==> src/rtl/fill_score_tracker.sv <==
// fill_score_tracker: per-frame shaded-pixel percentage via a restoring divider, with a sticky win flag.
// Define WIN_CONFIRM_EN to require two consecutive qualifying frames before game_win asserts.
module fill_score_tracker #(
  parameter int FIELD_PIXELS = 786432,
  parameter int CNT_W        = 20,
  parameter int WIN_PERCENT  = 75
) (
  input  logic       clk_65M,
  input  logic       clear,
  input  logic       frame_start,
  input  logic       pix_valid,
  input  logic       pix_shaded,
  input  logic       game_on,
  output logic [6:0] score,
  output logic       score_valid,
  output logic       busy,
  output logic       game_win,
  output logic       frame_overrun
);
  localparam int DW = 27;
  localparam int RW = $clog2(FIELD_PIXELS + 1) + 1;
  localparam logic [RW-1:0] DIV = RW'(FIELD_PIXELS);
  typedef enum logic [1:0] {ACCUM, DIVIDE, UPDATE} state_t;
  state_t          state_q;
  logic [CNT_W-1:0] cnt_q, snap_q;
  logic [DW-1:0]   dvd, quot_q, quot_d;
  logic [RW-2:0]   rem_q;
  logic [RW-1:0]   rem_sh;
  logic [4:0]      idx_q;
  logic [6:0]      score_d;
  logic            hit, ge, qual;
`ifdef WIN_CONFIRM_EN
  logic            pend_q;
`endif
  assign hit = pix_valid & pix_shaded;
  // snapshot stays frozen while dividing, so the dividend needs no register
  assign dvd = (DW'(snap_q) << 6) + (DW'(snap_q) << 5) + (DW'(snap_q) << 2);
  assign rem_sh = {rem_q, dvd[idx_q]};
  assign ge = rem_sh >= DIV;
  assign quot_d = quot_q | (DW'(ge) << idx_q);
  assign score_d = quot_d > DW'(100) ? 7'd100 : quot_d[6:0];
  assign qual = game_on && score >= 7'(WIN_PERCENT);
  always_ff @(posedge clk_65M or posedge clear) begin
    if (clear) begin
      state_q       <= ACCUM;
      cnt_q         <= '0;
      snap_q        <= '0;
      quot_q        <= '0;
      rem_q         <= '0;
      idx_q         <= '0;
      score         <= '0;
      score_valid   <= 1'b0;
      busy          <= 1'b0;
      game_win      <= 1'b0;
      frame_overrun <= 1'b0;
`ifdef WIN_CONFIRM_EN
      pend_q        <= 1'b0;
`endif
    end else begin
      score_valid <= 1'b0;
      if (frame_start) cnt_q <= CNT_W'(hit);
      else if (hit && cnt_q != '1) cnt_q <= cnt_q + 1'b1;
      if (frame_start && state_q != ACCUM) frame_overrun <= 1'b1;
      case (state_q)
        ACCUM: if (frame_start) begin
          snap_q  <= cnt_q;
          quot_q  <= '0;
          rem_q   <= '0;
          idx_q   <= 5'd26;
          busy    <= 1'b1;
          state_q <= DIVIDE;
        end
        DIVIDE: begin
          rem_q  <= ge ? (RW-1)'(rem_sh - DIV) : rem_sh[RW-2:0];
          quot_q <= quot_d;
          idx_q  <= idx_q - 1'b1;
          if (idx_q == 5'd0) begin
            score       <= score_d;
            score_valid <= 1'b1;
            busy        <= 1'b0;
            state_q     <= UPDATE;
          end
        end
        default: begin
`ifdef WIN_CONFIRM_EN
          pend_q <= qual;
          if (qual && pend_q) game_win <= 1'b1;
`else
          if (qual) game_win <= 1'b1;
`endif
          state_q <= ACCUM;
        end
      endcase
    end
  end
endmodule

==> config.mk <==
export PLATFORM = sky130hd
export DESIGN_NAME = fill_score_tracker
export DESIGN_NICKNAME = d
export VERILOG_FILES = /design/src/rtl/fill_score_tracker.sv
export SDC_FILE = /design/constraint.sdc
export NUM_CORES = 1
export LEC_CHECK = 0
export BUFFER_PORTS_ARGS = -buffer_cell sky130_fd_sc_hd__buf_2
export CELL_PAD_IN_SITES_DETAIL_PLACEMENT = 0
export CELL_PAD_IN_SITES_GLOBAL_PLACEMENT = 2
export CORE_ASPECT_RATIO = 1.75
export CORE_MARGIN = 2
export CORE_UTILIZATION = 44
export DETAILED_ROUTE_END_ITERATION = 12
export PLACE_DENSITY = 0.86
export SLEW_MARGIN = 20
export SYNTH_ARGS = -nofsm -noshare
export SYNTH_HDL_FRONTEND = slang
export SYNTH_SLANG_ARGS = --single-unit
export TNS_END_PERCENT = 30
==> constraint.sdc <==
create_clock -name clk_65M -period 5.5 [get_ports clk_65M]
set_input_delay 0.55 -clock clk_65M [delete_from_list [all_inputs] [get_ports clk_65M]]
set_output_delay 0.55 -clock clk_65M [all_outputs]
set_load 0.02 [all_outputs]
Yosys cells after proc, flatten, opt, wreduce, memory -nomap -nowiden
Cells that the tools add are included.

operators by class
  add/sub/neg operators = 5
  $mul = 0
  divide/modulo/power cells = 0
  $lt $le $gt $ge = 4
  equal/unequal tests = 4
  shift-type cells = 1
  mux-type cells = 20
  bitwise operators = 3
  reduce and logical (&&, ||, !) cells = 15

operators by type and width
  kind                      count
  $mux W20                  4
  $pmux W27 S2              1
  $pmux W20 S2              1
  $add A26 B25 Y27          1
  $add A27 B22 Y27          1
  $gt A27 B7 Y1 const B     1
  $mux W27                  1
  $or A27 B27 Y27           1
  $shl A1 B5 Y27            1
  $ge A21 B20 Y1 const B    1
  $add A20 B1 Y20 const B   1
  $ne A20 B20 Y1 const B    1
  $sub A20 B20 Y20 const B  1
  $pmux W5 S2               1
  $reduce_and A2 Y1         5
  $ge A7 B7 Y1 const B      1
  $mux W7                   1
  $lt A5 B6 Y1 const B      1
  $reduce_bool A2 Y1        3
  $bmux W1 S5               1
  $logic_not A5 Y1          1
  $mux W1                   5
  $mux W5                   1
  $sub A5 B1 Y5 const B     1
  other kinds (11)          15

word-level totals
  register bits = 105
  bits in latches = 0
  memory bits (writable) = 0
  ROM bits = 0
  input port bits = 6
  output and inout port bits = 11
  logic and storage cells = 63
  memories = 0

Depth between registers and ports, before layout
  depth after elaboration = 9
  gate-level depth with buffers = 14
  mapped depth without buffers = 14

Worst setup path after synthesis
No wires, ideal clock.

  kind = flip-flop to flip-flop
  from = reg snap_q[4]
  to = reg quot_q[10]
  setup time = 0.122 ns
  arrival = 3.526 ns
  data required time = 5.378 ns
  path slack = 1.852 ns
  stages on the path, launching flop included = 15
  buffers on the path = 1
  period minus slack after synthesis = 3.648 ns
  cell sequence = dfrtp_1 -> fa_1 -> ha_1 -> inv_1 -> fa_1 -> nand2b_1 -> a21oi_1 -> o21ai_1 -> o21bai_1 -> mux2i_1 -> nor4_1 -> nor4b_4 -> o21a_2 -> buf_6 -> a32o_1

between the ends
  longest elaborated chain between the ends = 8

ends and longest elaborated chain
  item                               line  source
  start: declaration                 25    logic [CNT_W-1:0] cnt_q, snap_q;
  start signal: assignment           66    snap_q <= cnt_q;
  $add A26 B25 Y27                   37    assign dvd = (DW'(snap_q) << 6) + (DW'(snap_q) << 5) + (DW'(snap_q) << 2);
  $add A27 B22 Y27 (*)               37
  $bmux W1 S5 (*)                    38    assign rem_sh = {rem_q, dvd[idx_q]};
  $mux W1 (not written as such) (*)  38
  $ge A21 B20 Y1 (*)                 39    assign ge = rem_sh >= DIV;
  $shl A1 B5 Y27 (*)                 40    assign quot_d = quot_q | (DW'(ge) << idx_q);
  $or A27 B27 Y27 (*)                40
  $pmux W27 S2 (*)                   64    case (state_q)
  end signal: assignment             75    quot_q <= quot_d;
  end: declaration                   26    logic [DW-1:0] dvd, quot_q, quot_d;

Every way passes the cells marked *; elsewhere a longest branch is shown, timed or not. The select of a mux whose other input is x is not followed.
A chain may end at the register's enable or synchronous reset.

Worst setup path after layout
  from = reg snap_q[5]
  to = reg rem_q[18]

between the ends
  longest elaborated chain between the ends = 7
  elaborated cells between the ends (all ways) = 8
  those cells by class = 3 x add/sub; 1 x order compare; 4 x mux

ends and longest elaborated chain
  item                                                       line    source
  $add A26 B25 Y27                                           37
  $add A27 B22 Y27 (*)                                       37
  $bmux W1 S5 (*)                                            38
  $mux W1 (not written as such) (*)                          38
  $sub A20 B20 Y20 / $ge A21 B20 Y1 (equally long branches)  74, 39
  $mux W20 (*)                                               74      rem_q <= ge ? (RW-1)'(rem_sh - DIV) : rem_sh[RW-2:0];
  $pmux W20 S2 (*)                                           64
  end signal: assignment                                     74
  end: declaration                                           27      logic [RW-2:0] rem_q;

Marked as above.

==> flow_summary.yaml <==
critical_path:
  cpMaxStageDelayCell: "a41oi_1"
  r2r_start: "snap_q[5]"
  crit_end: "rem_q[18]"
  r2r_slack_ps: 1160
  crit_required_ps: 5750
  reg2regPathDepth: 12
  end_kind: "flip-flop"
  path_common_cell: "a211oi_1"
  path_max_fanout: 4
  rr_endpoint: "rem_q[18]"
  critical_path.startpoint_type: "flip-flop"
  critPathArrivalTime_ps: 4590
  slowest_delay_ps: 610
  critical_path_class: "reg2reg"
  path_cells: "fa_1, ha_1, a211oi_1, o211ai_1, a41oi_1, xnor2_1, o21ai_0, nor4_1, nor4b_4, a211oi_1, nand3_1, o311ai_1"
  critPathLaunch: "snap_q[5]"
synth:
  avgSynthCellArea_sq_um: 9.41
  syn-num-nets: 718
  ys_warn_count: 0
  ys_seq_elements: 105
  synth-seq-area-share_pct: 41.9
  async_reset_ff_share_pct: 100
  synth_edf_count: 0
  ys_types: 67
  netlist_area_sq_um: 6270
  synth_ff_type: "dfrtp_1"
  synth_cells: 666
drt:
  via_per_inst: 5.95
  first_pass_iters: 4
  wire_per_inst_um: 18.7
  routed_wl_mm: 16.0
  vias: 5073
  drc: 0
  drtAntennaViolNets: 0
  dr.first_iter.drc_count: 188
cells_and_area:
  n_fill_cell: 1364
  multiInputGateArea_sq_um: 3460
  fin_area_sq_um: 6800
  nets: 723
  diodes: 0
  drive_above_1_share_pct: 8.43
  final_cell_mix: "116 x nand2_1, 105 x dfrtp_1, 49 x nor2_1"
  layout_commonest_cell: "nand2_1"
  regArea_sq_um: 2630
  area.growth.synth_to_final_pct: 8.50
placed_design:
  hpwl_mm: 12.2
  numPortBuffers: 16
  placed_area_sq_um: 6510
  place_congestion: 0.937
run_status:
  status: "finished, final reports clean"
timing:
  max-slew-margin-rel_pct: 29.6
  period_share_pct: 78.9
  setup_viol: 0
  fmax_mhz: 230
  rsz0062_at_grt: "no"
  hold_ws_ps: 246
  slew_violations: 0
  period_minus_slack_ps: 4340
  hold_violations: 0
  tns_ps: 0
  worst-slew-pin-transition_ps: 1060
  final.setup_skew_ps: 7.03
pwr:
  irDropWorstVdd_uv: 179
  total_leakage_power_uw: 0.00312
  powerDensity_nw_per_um2: 427
clock_tree:
  cts_buffers: 9
  clock_sink_count: 105
  clockBufferDepth: 2
  cts_root_buffer: "clkbuf_16"
  path_clk_slew_ps: 70
  worstSkewPairLatency_ps: 350
  cts_hold_buf: 0
  cts_resized: 0
  htree_levels: 3
  cts_tree: "built"
  cts_setup_buffers: 0
floorplan:
  die_y_um: 162
  die_x_um: 94.2
  ios: 17
  fp-row-count: 57
  initial_utilization_pct: 45.1
  dieArea_sq_um: 15300
  core_area_sq_um: 13900
grt:
  grt_pass1_wl_mm: 26.6
  grt_start_max_net_pins: 62
  grt_usage_pct: 22.3
  gr-total-overflow: 0
  antenna_found_initial: 0
  first_global_vias: 5209
flow_run:
  drv_cap: 0
hold_path:
  holdCritPathClass: "in2async"
==> flip-flops by register name (all words and copies together) (netlist names) <==
register / flops
busy: 1
game_win: 1
quot_q: 27
snap_q: 20
score: 7
idx_q: 5
cnt_q: 20
state_q: 2
frame_overrun: 1
score_valid: 1
rem_q: 20
==> worst min path at each step <==
stage	start	to
6_report	clear	score_valid
5_1_grt	clear	score_valid
4_1_cts	clear	score_valid
3_5_place_dp	frame_overrun	frame_overrun
3_3_place_gp	game_win	game_win
2_1_floorplan	quot_q[13]	quot_q[13]
==> per-layer routing <==
metal	share of wire, %	routed length (um)	track usage [%]	up-vias
met5	0	0	0	-
met4	3.6	574	9.22	0
met3	2.8	448	2.55	31
met2	57	9070	42.7	82
met1	37	5870	24.2	2547
li1	-	-	-	2413
==> synthesized netlist by cell type, types with 12 or more instances <==
master / count / share of area, %
o21ai_1: 16 / 1.3
a21oi_1: 37 / 3.0
a32o_1: 16 / 2.6
inv_1: 17 / 1.0
nand3_1: 12 / 0.96
nor2_1: 49 / 2.9
a22o_1: 20 / 2.8
xnor2_1: 14 / 2.0
nand2_1: 116 / 6.9
dfrtp_1: 105 / 42
nor3_1: 16 / 1.3
o21ai_0: 31 / 2.5
ha_1: 29 / 5.8
clkbuf_1: 23 / 1.4
fa_1: 17 / 5.4
==> worst max-delay path, delay by kind of cell, from the launching register on <==
kind                       cells  cell delay [ps]
DFF                            1              460
AOI/OAI and AO/OA              6             1860
and+or+nand+nor                3              880
xor gates and xnor gates       1              190
adders and majority gates      2              860
==> cell type report <==
type / count / area share (%)
inverter: 19 / 1.09
timing repair buffer: 22 / 1.84
clock buffer: 10 / 3.51
clock inverter: 6 / 0.754
sequential: 105 / 38.6
tap: 177 / 3.26
multi-input combinational: 514 / 50.9
==> per-stage QoR <==
stage          util, %  std cells  worst slack (ps)  power, uW
2_1_floorplan        -        666              1850       1960
3_3_place_gp      46.8        837              1330       2260
3_5_place_dp      46.8        837              1210       2290
4_1_cts           48.9        853              1210       2930
5_1_grt           48.9        853               918       3110
6_report          48.9        853              1160       2900
==> where the power goes <==
group / switching [uW] / leakage [uW] / internal [uW]
sequential: 237 / 0.00138 / 975
combinational: 644 / 0.00159 / 411
clock: 310 / 0.000139 / 326
==> logic make-up (layout without fill, tap and decap cells) <==
logic type                 count (synthesis)  in the layout  synth area share, %
AOI/OAI and AO/OA                        179            179                 20.0
xor gates and xnor gates                  24             24                 3.35
adders and majority gates                 46             46                 11.2
buffers and inverters                     47             57                 3.01
DFF                                      105            105                 41.9
muxes                                      7              7                 1.34
and+or+nand+nor                          258            258                 19.2
Power figures use the tool's default switching activity.
